File: config.mk
export PLATFORM = sky130hd
export DESIGN_NAME = uart_rx
export DESIGN_NICKNAME = d
export VERILOG_FILES = /design/src/rtl/uart_rx.sv
export SDC_FILE = /design/constraint.sdc
export NUM_CORES = 1
export LEC_CHECK = 0
export ABC_AREA = 1
export ABC_CLOCK_PERIOD_IN_PS = 3590
export BUFFER_PORTS_ARGS = -buffer_cell sky130_fd_sc_hd__buf_2
export CORE_MARGIN = 5
export CORE_UTILIZATION = 55
export CTS_BUF_LIST = sky130_fd_sc_hd__clkbuf_4 sky130_fd_sc_hd__clkbuf_8
export DETAILED_ROUTE_END_ITERATION = 8
export PLACE_DENSITY = 0.84
export SLEW_MARGIN = 5
export SYNTH_ARGS = -nofsm -noshare
export SYNTH_HDL_FRONTEND = slang
export SYNTH_SLANG_ARGS = --single-unit
export TNS_END_PERCENT = 5
File: constraint.sdc
create_clock -name clk -period 3.59 [get_ports clk]
set_clock_uncertainty 0.1 [all_clocks]
set_input_delay 0 -clock clk [delete_from_list [all_inputs] [get_ports clk]]
set_output_delay 0 -clock clk [all_outputs]
set_load 0.05 [all_outputs]
File: src/rtl/uart_rx.sv
// uart_rx: async serial receiver, mid-bit sampling; 7/8 data bits + optional parity when UART_RX_PARITY_EN is defined, else 8N1.
// Character loads 1 clk after the stop sample; no backpressure: an unread character is overwritten and ovf flags it.
module uart_rx #(
  parameter int SYNC_STAGES = 2
) (
  input  logic       clk,
  input  logic       rst,
  input  logic [3:0] baud,
  input  logic       eight,
  input  logic       pen,
  input  logic       ohel,
  input  logic       rx,
  input  logic       read,
  output logic [7:0] rx_data,
  output logic       rx_rdy,
  output logic       perr,
  output logic       ferr,
  output logic       ovf
);

  typedef enum logic [1:0] {IDLE, START, DATA, STOP} state_t;

`ifdef UART_RX_PARITY_EN
  localparam int SW = 9;
`else
  localparam int SW = 8;
`endif

  state_t                  state, state_nxt;
  logic [SYNC_STAGES-1:0]  sync_q;
  logic                    rx_s;
  logic [18:0]             n_sel, n_q, cnt;
  logic [3:0]              bit_idx, nbits;
  logic [SW-1:0]           shreg;
  logic                    half_hit, full_hit;
  logic                    cnt_clr, shift_en, load, start_det;
  logic [7:0]              data_w;
  logic                    perr_w;

  always_ff @(posedge clk or posedge rst) begin
    if (rst) sync_q <= '1;
    else     sync_q <= {sync_q[SYNC_STAGES-2:0], rx};
  end
  assign rx_s = sync_q[SYNC_STAGES-1];

  always_comb begin
    n_sel = 19'd333333;
    case (baud)
      4'd0:  n_sel = 19'd333333;
      4'd1:  n_sel = 19'd83333;
      4'd2:  n_sel = 19'd41667;
      4'd3:  n_sel = 19'd20833;
      4'd4:  n_sel = 19'd10417;
      4'd5:  n_sel = 19'd5208;
      4'd6:  n_sel = 19'd2604;
      4'd7:  n_sel = 19'd1736;
      4'd8:  n_sel = 19'd868;
      4'd9:  n_sel = 19'd434;
      4'd10: n_sel = 19'd217;
      4'd11: n_sel = 19'd109;
      default: n_sel = 19'd333333;
    endcase
  end

  assign half_hit = (cnt == ((n_q >> 1) - 19'd1));
  assign full_hit = (cnt == (n_q - 19'd1));

`ifdef UART_RX_PARITY_EN
  logic       eight_q, pen_q, ohel_q;
  logic [8:0] shr_al;
  logic       pbit;

  always_ff @(posedge clk or posedge rst) begin
    if (rst) begin
      eight_q <= 1'b0;
      pen_q   <= 1'b0;
      ohel_q  <= 1'b0;
    end else if (start_det) begin
      eight_q <= eight;
      pen_q   <= pen;
      ohel_q  <= ohel;
    end
  end

  assign nbits = (eight_q ? 4'd8 : 4'd7) + {3'b000, pen_q};

  // Bits enter at the MSB, so a short frame sits high; shift it down to bit 0.
  always_comb begin
    shr_al = shreg >> (4'd9 - nbits);
    data_w = eight_q ? shr_al[7:0] : {1'b0, shr_al[6:0]};
    pbit   = eight_q ? shr_al[8] : shr_al[7];
    perr_w = pen_q & ((^data_w ^ pbit) != ohel_q);
  end
`else
  logic unused_cfg;
  assign unused_cfg = ^{eight, pen, ohel};
  assign nbits      = 4'd8;
  assign data_w     = shreg;
  assign perr_w     = 1'b0;
`endif

  always_comb begin
    state_nxt = state;
    cnt_clr   = 1'b0;
    shift_en  = 1'b0;
    load      = 1'b0;
    start_det = 1'b0;
    case (state)
      IDLE: begin
        if (!rx_s) begin
          start_det = 1'b1;
          state_nxt = START;
        end
      end
      START: begin
        if (half_hit) state_nxt = rx_s ? IDLE : DATA;
      end
      DATA: begin
        if (full_hit) begin
          shift_en = 1'b1;
          cnt_clr  = 1'b1;
          if (bit_idx == nbits - 4'd1) state_nxt = STOP;
        end
      end
      STOP: begin
        // Leaving at mid-stop leaves half a bit to catch a back-to-back start edge.
        if (full_hit) begin
          load      = 1'b1;
          state_nxt = IDLE;
        end
      end
      default: state_nxt = IDLE;
    endcase
  end

  always_ff @(posedge clk or posedge rst) begin
    if (rst) begin
      state   <= IDLE;
      cnt     <= '0;
      bit_idx <= '0;
      shreg   <= '0;
      n_q     <= 19'd333333;
    end else begin
      state <= state_nxt;
      if (cnt_clr || (state_nxt != state) || (state == IDLE)) cnt <= '0;
      else                                                    cnt <= cnt + 19'd1;
      if (state == START)  bit_idx <= '0;
      else if (shift_en)   bit_idx <= bit_idx + 4'd1;
      if (shift_en)  shreg <= {rx_s, shreg[SW-1:1]};
      if (start_det) n_q   <= n_sel;
    end
  end

  always_ff @(posedge clk or posedge rst) begin
    if (rst) begin
      rx_data <= 8'h00;
      rx_rdy  <= 1'b0;
      perr    <= 1'b0;
      ferr    <= 1'b0;
      ovf     <= 1'b0;
    end else if (load) begin
      rx_data <= data_w;
      ferr    <= ~rx_s;
      perr    <= perr_w;
      rx_rdy  <= 1'b1;
      if (rx_rdy && !read) ovf <= 1'b1;
    end else if (read) begin
      rx_rdy <= 1'b0;
      ovf    <= 1'b0;
    end
  end

endmodule
* Word level (Yosys, flattened, before mapping)
Memories as Yosys holds them, arrays and structs flattened. A register that Yosys moved wholly into a read port is not among the register bits. Index checks and enable logic that the tools add are counted.
Cells by class: $add $sub $neg 4, multiply operators 0, divide/modulo/power cells 0, magnitude comparators 0, equality and inequality tests 8, shift-type cells 0, muxes and demuxes 19, bitwise logic cells 1, reduce and logical (&&, ||, !) cells 8
Operator list (count):
- equality test 19 bit | 2
- adder 19 x 1 -> 19 bit, second input constant | 1
- 2-to-1 mux 19 bit | 1
- subtractor 18 x 1 -> 19 bit, second input constant | 1
- subtractor 19 x 1 -> 19 bit, second input constant | 1
- 2-to-1 mux 2 bit | 6
- 2-to-1 mux 1 bit | 9
- 2-to-1 mux 4 bit | 2
- one-hot mux 2 bit (4 select lines) | 1
- adder 4 x 1 -> 4 bit, second input constant | 1
- equality test 2 bit, second input constant | 2
- equality test 4 x 3 -> 1 bit, second input constant | 1
- nonzero test 2 bit | 2
- equality test 2 x 1 -> 1 bit, second input constant | 1
- logical NOT 2 bit | 1
- logical OR 1 bit | 2
- inequality test 2 x 1 -> 1 bit, second input constant | 1
- inequality test 2 bit | 1
- AND reduction 2 bit | 1
- logical AND 1 bit | 1
- logical NOT 1 bit | 1
- NOT 1 bit | 1
Word-level totals: register bits after elaboration 65, bits in latches 0, bits in writable memories 0, memory bits (read-only) 288, input bits 11, output and inout port bits 12, logic and storage cells 51, memories 1
Memory list:
- (no name shown) | words 16, bits a word 18, rd ports 1, clocked after memory_dff 1, wr ports 0, RTL line 48 | case (baud)

* Longest topological paths before layout
Gate-level depths: netlist of run 1.
depth after elaboration 8, depth in mapped cells 20, gate-level depth less buffers 20

* Worst setup path after synthesis of run 1
Ideal clock, no wire load.
kind reg2reg, from reg n_q[1], to reg cnt[9], library setup time 0.121 ns, arrival 2.274 ns, data required time 3.369 ns, setup slack 1.096 ns, cell stages (with the launch flop) 19, path buffers 1, period minus slack after synthesis 2.494 ns, cells stage by stage dfrtp_1 inv_1 ha_1 inv_2 nor2_8 nand2_4 nor2_2 nand2_1 nand2_1 nand2_1 a21oi_1 nand2_1 nor2_2 nand2_2 nand2_4 nand4_2 nand2_4 buf_12 nor2_2
On the way: cells in the longest elaborated chain, start to end 8, elaborated cells on any way between the ends 14, those cells by class add/sub: 2; eq/ne: 3; mux: 7; reduce/logical: 2
Ends and longest elaborated chain:
- start: declaration | RTL line 32 | logic [18:0] n_sel, n_q, cnt;
- subtractor 19 x 1 -> 19 bit or subtractor 18 x 1 -> 19 bit (tied branches) | RTL line 66, 65
- equality test 19 bit, on equally long branches | RTL line 66, 65
- 2-to-1 mux 2 bit, on equally long branches | RTL line 127, 116, 119
- one-hot mux 2 bit (4 select lines) | RTL line 108 | case (state)
- inequality test 2 bit | RTL line 145 | if (cnt_clr || (state_nxt != state) || (state == IDLE)) cnt <= '0;
- logical OR 1 bit (*) (2 in series) | RTL line 145
- 2-to-1 mux 19 bit (*) | RTL line 145
- end signal: assignment | RTL line 146 | else cnt <= cnt + 19'd1;
- end: declaration | RTL line 32
Mark *: on every way between the ends. The rest lies on a longest branch, timed or not. A chain may end at the register's enable or synchronous reset.

* Worst setup path after layout of run 1
from reg n_q[1], to reg bit_idx[0]
On the way: cells in the longest elaborated chain, start to end 5
Ends and longest elaborated chain:
- subtractor 19 x 1 -> 19 bit | RTL line 66 | assign full_hit = (cnt == (n_q - 19'd1));
- equality test 19 bit | RTL line 66
- 2-to-1 mux 1 bit | RTL line 119 | if (full_hit) begin
- 2-to-1 mux 1 bit | RTL line 108
- nonzero test 2 bit (no source line)
- end signal: assignment | RTL line 148 | else if (shift_en) bit_idx <= bit_idx + 4'd1;
- end: declaration | RTL line 33 | logic [3:0] bit_idx, nbits;
Every way passes these cells.

==> results.sh, run 1 <==
export IMPL_hold_violations=0
export IMPL_drive_above_1_share_pct=13.6
export IMPL_min_period_over_period_pct=88.2
export IMPL_grt_pass1_wl_mm=19.3
export IMPL_critPathLaunchType="flop"
export IMPL_status="completed"
export IMPL_total_power_w=0.00344
export IMPL_use_met2_pct=38.3
export IMPL_cellPowerDensity_mw_per_mm2=674
export IMPL_dr_first_iter_drc_count=284
export IMPL_synth_yosys_warnings=0
export IMPL_clkPwrFrac_pct=22.6
export IMPL_grt_antenna_before_repair=0
export IMPL_synth_top_area_share_pct=29.1
export IMPL_placed_cells=770
export IMPL_async_reset_ff_share_pct=100
export IMPL_grt_pass1_vias=4088
export IMPL_drc=0
export IMPL_p_comb_share_pct=44.3
export IMPL_gp_congestion=0.984
export IMPL_worst_hold_slack_ns=0.203
export IMPL_synth_yosys_seq_area_share_pct=34.8
export IMPL_synth_edf_count=0
export IMPL_setup_viol=0
export IMPL_timing_fmax_mhz=316
export IMPL_leakagePower_nw=2.45
export IMPL_synth_avg_cell_area_um2=6.99
export IMPL_grt_overflow=0
export IMPL_ir_worst_vdd_mv=0.369
export IMPL_worst_pin_slew_ns=0.712
export IMPL_layout_nets=704
export IMPL_final_max_slew_viol_count=0
export IMPL_htreeDepth=3
export IMPL_grt_use_met1_pct=32.1
export IMPL_critPathMaxFanout=18
export IMPL_power_switching_w=0.00152
export IMPL_synth_top_cell_by_area="dfrtp_1"
export IMPL_n_antenna_cell=0
export IMPL_cts_tree="yes"
export IMPL_grt_max_degree=36
export IMPL_port_buffers=18
export IMPL_post_drt_wl_per_cell_um=14.4
export IMPL_max_cap_violations=0
export IMPL_synth_top_cells_by_area="dfrtp_1, nand2_1, inv_1"
export IMPL_synth_fp_nets=682
export IMPL_vias=4288
export IMPL_wl_mm=11.4
export IMPL_min_path_type="input pin to flop"
export IMPL_tns_ns=0
export IMPL_path_clk_slew_ns=0.08
export IMPL_numCtsBuffers=9
export IMPL_area_growth_pct=9.98
export IMPL_ys_flop_type="dfrtp_1"
export IMPL_finalNonFillerCells=795
export IMPL_initial_utilization_pct=56.4
export IMPL_p_int_w=0.00192
export IMPL_first_pass_iters=5
export IMPL_worstPathArrival_ns=3.29
export IMPL_fin_crit_ns=3.17
export IMPL_netlist_area_mm2=0.00464
export IMPL_synthDistinctLibCells=40
export IMPL_worstSetupEndpointType="flop"
export IMPL_die_area_mm2=0.0104
export IMPL_final_common_cell="nand2_1"
export IMPL_relSlewSlack_pct=52.5
export IMPL_ios=23
export IMPL_placementRows=33
export IMPL_rsz0062_at_grt="false"
export IMPL_grt_use_met3_pct=4.71
export IMPL_power_share_switching_pct=44.2
export IMPL_ctsRootBufferMaster="clkbuf_8"
export IMPL_seq_power_share_pct=33.2
export IMPL_cts_buffer_depth=2
export IMPL_required_ns=3.72
export IMPL_critPathKind="flop to flop"
export IMPL_drt_vias_per_instance=5.39
export IMPL_postRouteAntennaNets=0
export IMPL_insertion_delay_ns=0.35
export IMPL_synth_seq_cells=64
export IMPL_final_util_pct=62.1
export IMPL_grt_usage_pct=23.8
export IMPL_die_x_um=102
export IMPL_coreArea_mm2=0.00822
export IMPL_syn_inst=663
export IMPL_clkSinkCount=64
export IMPL_mostFrequentLayoutCells="nand2_1, inv_1, nor2_1"
export IMPL_dp_hpwl_mm=8.74
export IMPL_die_h_um=102
export IMPL_top_usage_layer="met2"
[cell usage after synthesis, types with 6 or more instances]
library cell  number
ha_1               8
nand3b_1           9
nor3_1             7
o21ai_1           11
nor2_1            72
o21ai_0           32
clkbuf_1           8
nand2_1          204
xor2_1            25
nand3_1           36
xnor2_1           18
a21oi_1            6
nor2_2            19
nand4_1            9
dfstp_2           10
inv_1             76
nor2_4             8
dfrtp_1           54
[final timing paths]
path	cells past startpoint	slack [ns]	start	to
worst max register to register	19	0.42	n_q[1]	bit_idx[0]
min in group asynchronous	3	0.22	rst	cnt[17]
worst min-delay path	2	0.20	rx	sync_q[0]
worst min register to register	0	0.26	sync_q[0]	sync_q[1]
worst max-delay path	19	0.42	n_q[1]	bit_idx[0]
max in group asynchronous	4	2.28	rst	n_q[10]
[metrics by stage]
stage / worst slack, ns / cell area, um2
3_3_place_gp: 0.682 / 4760
3_5_place_dp: 0.501 / 4760
6_report: 0.422 / 5100
2_1_floorplan: 1.10 / 4640
5_1_grt: 0.134 / 5100
4_1_cts: 0.459 / 5100
[what timing repair did]
action                    in CTS  in global routing
hold endpoints to repair      43                  0
hold buffers                   9                  0
setup buffers                  0                  0
gates resized for setup        0                  0
[state kept, by name (all words and copies together) (netlist names)]
register	count
sync_q	2
bit_idx	4
cnt	19
rx_data	8
rx_rdy	1
state	2
ovf	1
data_w	8
n_q	18
ferr	1
[layer usage]
| metal | wire length (um) | share of wire, % | vias up |
|---|---|---|---|
| met2 | 5390 | 47 | 157 |
| met3 | 669 | 5.9 | 30 |
| met4 | 313 | 2.7 | 0 |
| met1 | 5070 | 44 | 1985 |
| met5 | 0 | 0 | - |
| li1 | - | - | 2116 |
[cells by family after synthesis]
group | share of synthesized area [%]
AND/OR/NAND/NOR | 37.9
buffers and inverters | 9.07
AO/OA/AOI/OAI | 7.91
flip-flops | 34.8
XOR/XNOR | 8.12
adder cells (fa/ha/maj) | 2.16
other | 0.0809
[area by class of cell]
class / count / area, um2
Fill cell: 732 / 3120
Multi-Input combinational cell: 499 / 2600
Sequential cell: 64 / 1610
Inverter: 82 / 308
Timing Repair Buffer: 29 / 195
Clock buffer: 11 / 145
Tap cell: 105 / 131
Clock inverter: 5 / 104
[power by group through the flow]
stage | Combinational [W] | Clock, W | Sequential, W
after CTS | 0.00150 | 0.000794 | 0.00113
final | 0.00152 | 0.000777 | 0.00114
after global placement | 0.00142 | 0 | 0.00114
after detailed placement | 0.00147 | 0 | 0.00115
after floorplan | 0.00127 | 0 | 0.00103
after global routing | 0.00171 | 0.000830 | 0.00116
[worst max-delay path, cell delays in order (launching register included)]
cell and delay [ns]:
dfrtp_1 0.38, inv_1 0.28, ha_1 0.44, inv_1 0.12, nor2_1 0.24, nand2_1 0.09
nand2_1 0.09, nand2_1 0.05, nor2_1 0.09, nand2_1 0.06, nor2_1 0.12, nand2_1 0.08
nor2_2 0.12, nand2_2 0.10, nor2_4 0.32, inv_2 0.08, nand2_1 0.07, inv_1 0.06
nand2_1 0.06, o21ai_0 0.08
Power figures use the tool's default switching activity.
==> run 2, diff against run 1 <==
ABC_AREA = unset   (was 1)
==> results.sh, run 2 <==
export IMPL_synth_top_area_share_pct=31.2
export IMPL_grt_pass1_vias=3384
export IMPL_wl_mm=9.81
export IMPL_regMostFlops="cnt"
export IMPL_yosysMostFrequentCell="dfrtp_1"
export IMPL_cts_tree="yes"
export IMPL_design_area_mm2=0.00479
export IMPL_drt_vias_per_instance=6.08
export IMPL_status="completed"
export IMPL_numCtsBuffers=9
export IMPL_placed_cells=562
export IMPL_synth_edf_count=0
export IMPL_area_growth_pct=10.8
export IMPL_synth_common_cells="dfrtp_1, nand2_1, xnor2_1"
export IMPL_die_h_um=98.7
export IMPL_largest_reg_flops=19
export IMPL_grt_usage_pct=20.7
export IMPL_layout_nets=497
export IMPL_netlist_area_mm2=0.00433
export IMPL_syn_inst=466
export IMPL_min_period_over_period_pct=93.8
export IMPL_drive_above_1_share_pct=19.0
export IMPL_clkSinkCount=64
export IMPL_synth_top_cells_by_area="dfrtp_1, xnor2_1, dfstp_2"
export IMPL_vias=3554
export IMPL_rsz0062_at_grt="false"
export IMPL_synthDistinctLibCells=73
export IMPL_ir_worst_vdd_mv=0.501
export IMPL_synth_fp_nets=485
export IMPL_min_path_type="input pin to flop"
export IMPL_final_max_slew_viol_count=0
export IMPL_critPathMaxFanout=10
export IMPL_reg_top3="cnt: 19 flops, n_q: 18 flops"
export IMPL_synth_yosys_warnings=0
export IMPL_coreArea_mm2=0.00769
export IMPL_postRouteAntennaNets=0
export IMPL_n_antenna_cell=0
export IMPL_post_drt_wl_per_cell_um=16.8
export IMPL_async_reset_ff_share_pct=100
export IMPL_grt_max_degree=65
export IMPL_ios=23
export IMPL_ctsRootBufferMaster="clkbuf_8"
export IMPL_worst_pin_slew_ns=0.777
export IMPL_path_clk_slew_ns=0.08
export IMPL_htreeDepth=3
export IMPL_fin_crit_ns=3.37
export IMPL_worstSetupEndpointType="flop"
export IMPL_tns_ns=0
export IMPL_setup_viol=0
export IMPL_worst_hold_slack_ns=0.180
export IMPL_critPathKind="flop to flop"
export IMPL_min_path_cells=2
export IMPL_first_pass_iters=4
export IMPL_initial_utilization_pct=56.3
export IMPL_grt_antenna_before_repair=0
export IMPL_synth_avg_cell_area_um2=9.28
export IMPL_drc=0
export IMPL_post_cts_buffers=0
export IMPL_relSlewSlack_pct=48.2
export IMPL_ys_flop_type="dfrtp_1"
export IMPL_required_ns=3.72
export IMPL_placed_cell_area_mm2=0.00448
export IMPL_dr_first_iter_drc_count=321
export IMPL_cts_buffer_depth=2
export IMPL_cellPowerDensity_mw_per_mm2=700
export IMPL_fillers=624
export IMPL_gp_congestion=0.882
export IMPL_dp_hpwl_mm=6.98
export IMPL_grt_overflow=0
export IMPL_synth_seq_cells=64
export IMPL_multiInputGateArea_mm2=0.00252
export IMPL_placementRows=32
export IMPL_leakagePower_nw=2.07
export IMPL_worstPathArrival_ns=3.50
export IMPL_synth_top_cell_by_area="dfrtp_1"
export IMPL_port_buffers=18
export IMPL_reg2reg_depth=9
export IMPL_finalNonFillerCells=585
export IMPL_final_common_cell="dfrtp_1"
export IMPL_grt_pass1_wl_mm=16.4
export IMPL_timing_fmax_mhz=297
export IMPL_die_area_mm2=0.00974
export IMPL_regArea_mm2=0.00161
export IMPL_max_cap_violations=0
export IMPL_final_util_pct=62.3
export IMPL_insertion_delay_ns=0.35
export IMPL_die_x_um=98.7
export IMPL_hold_violations=0
export IMPL_mostFrequentLayoutCells="dfrtp_1, nand2_1, xnor2_1"
export IMPL_critPathLaunchType="flop"
export IMPL_synth_yosys_seq_area_share_pct=37.3
==> run 2: kinds of logic after synthesis <==
kind of cell,synth area share (%)
flip-flops,37.3
AND/OR/NAND/NOR,25.4
adder cells (fa/ha/maj),2.31
other,0.0867
multiplexers,6.33
buffers and inverters,4.94
XOR/XNOR,12.1
AO/OA/AOI/OAI,11.4
==> run 2: routing by layer <==
metal  share of wire [%]  GRT usage (%)  vias up
li1                    -              -     1705
met3                 3.9           4.46       16
met2                  49           34.1       98
met1                  46           27.8     1735
met4                 1.7           5.78        0
met5                   0              0        -
==> run 2: power breakdown <==
| part | internal [W] | total [W] | switching [W] |
|---|---|---|---|
| Sequential | 0.000894 | 0.00123 | 0.000336 |
| Clock | 0.000398 | 0.000702 | 0.000304 |
| Combinational | 0.000647 | 0.00142 | 0.000777 |
==> run 2: area by class of cell <==
class / count / share of cell area [%]
clock inverter: 7 / 2.17
tap: 102 / 2.66
inverter: 14 / 1.10
timing repair buffer: 37 / 5.22
clock buffer: 9 / 2.58
multi-input combinational: 352 / 52.6
sequential: 64 / 33.7
==> run 2: repair_timing <==
item / CTS / global route
gates resized for setup: 0 / 3
endpoints found under the hold margin: 69 / 0
hold buffers: 7 / 0
endpoints found under the setup margin: 0 / 8
==> run 2: path summary, 6_finish.rpt <==
kind	end	slack, ns	start
min in group asynchronous	n_q[3]	0.33	rst
worst max register to register	rx_data[7]	0.22	n_q[2]
worst min register to register	sync_q[1]	0.26	sync_q[0]
max in group asynchronous	cnt[17]	2.55	rst
worst max-delay path	rx_data[7]	0.22	n_q[2]
worst min-delay path	sync_q[0]	0.18	rx
==> run 2: critical path, stage by stage (launching register included) <==
cell and delay [ns]:
dfstp_2 0.40, inv_1 0.12, ha_1 0.26, nor4b_4 0.42
nand2_1 0.11, or4b_1 0.55, nand2_1 0.10, nand4b_2 0.18
or4_4 0.64, mux2_1 0.35
==> run 2: per-stage QoR <==
step	setup slack (ns)	total power, W
global route	0.118	0.00355
CTS	0.0545	0.00332
finish	0.224	0.00336
floorplan	0.537	0.00230
global placement	0.208	0.00254
detailed placement	0.105	0.00260
==> run 3, diff against run 2 <==
CORE_ASPECT_RATIO = 1.1   (was unset)
CORE_UTILIZATION = 30   (was 55)
PLACE_DENSITY = 0.56   (was 0.84)
==> results.sh, run 3 (synthesis gave the netlist of run 2 again) <==
export IMPL_fin_crit_ns=3.34
export IMPL_numCtsBuffers=9
export IMPL_status="completed"
export IMPL_min_period_over_period_pct=93.1
export IMPL_final_max_slew_viol_count=0
export IMPL_finalNonFillerCells=675
export IMPL_grt_antenna_before_repair=0
export IMPL_dp_hpwl_mm=7.55
export IMPL_grt_overflow=0
export IMPL_setup_viol=0
export IMPL_critPathLaunchType="flop"
export IMPL_timing_fmax_mhz=299
export IMPL_insertion_delay_ns=0.36
export IMPL_worst_hold_slack_ns=0.125
export IMPL_layout_nets=497
export IMPL_path_cells="or4_1 > nor4_1 > xor2_1 > nor4_1 > o2111ai_1 > a21oi_1 > buf_4 > nor3_1"
export IMPL_grt_max_degree=40
export IMPL_n_antenna_cell=0
export IMPL_htreeDepth=3
export IMPL_port_buffers=18
export IMPL_die_x_um=125
export IMPL_fin_ws_ns=0.248
export IMPL_initial_utilization_pct=30.3
export IMPL_mostFrequentLayoutCells="dfrtp_1, nand2_1, xnor2_1"
export IMPL_grt_pass1_vias=3459
export IMPL_tns_ns=0
export IMPL_max_cap_violations=0
export IMPL_leakagePower_nw=2.08
export IMPL_cts_buffer_depth=2
export IMPL_use_met2_pct=21.4
export IMPL_final_common_cell="dfrtp_1"
export IMPL_postRouteAntennaNets=0
export IMPL_drt_vias_per_instance=5.17
export IMPL_reg2reg_depth=8
export IMPL_worstSetupEndpointType="flop"
export IMPL_post_cts_buffers=0
export IMPL_drc=0
export IMPL_hold_violations=0
export IMPL_crit_slowest_cell="or4_1"
export IMPL_reg_top3="cnt: 19 flops, n_q: 18 flops"
export IMPL_largest_reg_flops=19
export IMPL_ios=23
export IMPL_post_drt_wl_per_cell_um=15.1
export IMPL_rsz0062_at_grt="false"
export IMPL_total_power_w=0.00342
export IMPL_top_usage_layer="met2"
export IMPL_min_path_type="input pin to async pin"
export IMPL_die_area_mm2=0.0169
export IMPL_post_place_ws_ns=0.106
export IMPL_slowest_delay_ns=0.73
export IMPL_ff2ff_setup_slack_ns=0.25
export IMPL_cts_tree="yes"
export IMPL_ir_worst_vdd_mv=0.451
export IMPL_placementRows=46
export IMPL_grt_use_met3_pct=1.96
export IMPL_cellPowerDensity_mw_per_mm2=696
export IMPL_ctsRootBufferMaster="clkbuf_8"
export IMPL_die_h_um=136
export IMPL_relSlewSlack_pct=29.1
export IMPL_path_common_cell="nor4_1"
export IMPL_drive_above_1_share_pct=18.8
export IMPL_grt_pass1_wl_mm=17.6
export IMPL_worstPathArrival_ns=3.48
export IMPL_clkSinkCount=64
export IMPL_first_pass_iters=5
export IMPL_wl_mm=10.2
export IMPL_gp_congestion=0.927
export IMPL_critPathMaxFanout=17
export IMPL_dr_first_iter_drc_count=218
export IMPL_fillers=1538
export IMPL_placed_cells=652
export IMPL_worst_pin_slew_ns=1.06
export IMPL_grt_use_met1_pct=15.5
export IMPL_critPathKind="flop to flop"
export IMPL_r2r_start="n_q[5]"
export IMPL_regMostFlops="cnt"
export IMPL_grt_usage_pct=12.8
export IMPL_coreArea_mm2=0.0143
export IMPL_area_growth_pct=13.7
export IMPL_required_ns=3.73
export IMPL_path_clk_slew_ns=0.08
export IMPL_vias=3488
export IMPL_r2r_end="cnt[9]"
run 3: changes by cell type in the layout (fill, tap and decap cells not counted):
| cell | delta |
|---|---|
| nor4_2 | -1 |
| nor4_1 | +1 |
| clkinv_4 | -3 |
| bufinv_16 | +1 |
| inv_6 | +2 |
run 3: how the worst max path moves through the flow:
stage               slack, ns    from         end  depth (start not counted)
global route             0.01  n_q[2]     cnt[16]                         10
floorplan                0.54  n_q[1]   data_w[0]                          9
CTS                      0.08  n_q[0]  rx_data[7]                          9
finish                   0.25  n_q[5]      cnt[9]                          8
global placement         0.19  n_q[1]  rx_data[7]                          9
detailed placement       0.11  n_q[0]  rx_data[7]                          9
run 3: per-stage QoR:
stage | area (um2) | utilization, %
floorplan | 4330 | -
global placement | 4590 | 32.2
detailed placement | 4590 | 32.2
CTS | 4910 | 34.4
global route | 4920 | 34.5
finish | 4920 | 34.5
run 3: cell type report:
type                       count  area [um2]  area share [%]
multi-input combinational    352        2510            51.1
sequential                    64        1610            32.8
timing repair buffer          37         250            5.09
tap                          192         240            4.88
clock inverter                 7         125            2.54
clock buffer                   9         124            2.52
inverter                      14        52.6            1.07
run 3: critical path: cells and delay by family (launching register included):
kind	cells	cell delay, ns
AND/OR/NAND/NOR	4	1.55
AO/OA/AOI/OAI	2	0.64
flip-flops	1	0.54
buffers and inverters	1	0.25
XOR/XNOR	1	0.12
run 3: repair_timing:
| action | in CTS | in global routing |
|---|---|---|
| hold buffers | 7 | 0 |
| endpoints found under the setup margin | 0 | 8 |
| endpoints found under the hold margin | 40 | 0 |
| resized for setup | 0 | 2 |
run 3: metal layers:
metal,part of all wire [%],vias up
met5,0,-
met4,3.3,0
met3,3.9,25
met2,48,84
met1,45,1674
li1,-,1705
run 3: report_power, final:
group / switching (W) / internal [W] / total (W)
combinational: 0.000779 / 0.000646 / 0.00143
clock: 0.000307 / 0.000469 / 0.000777
sequential: 0.000328 / 0.000894 / 0.00122
total: 0.00141 / 0.00201 / 0.00342
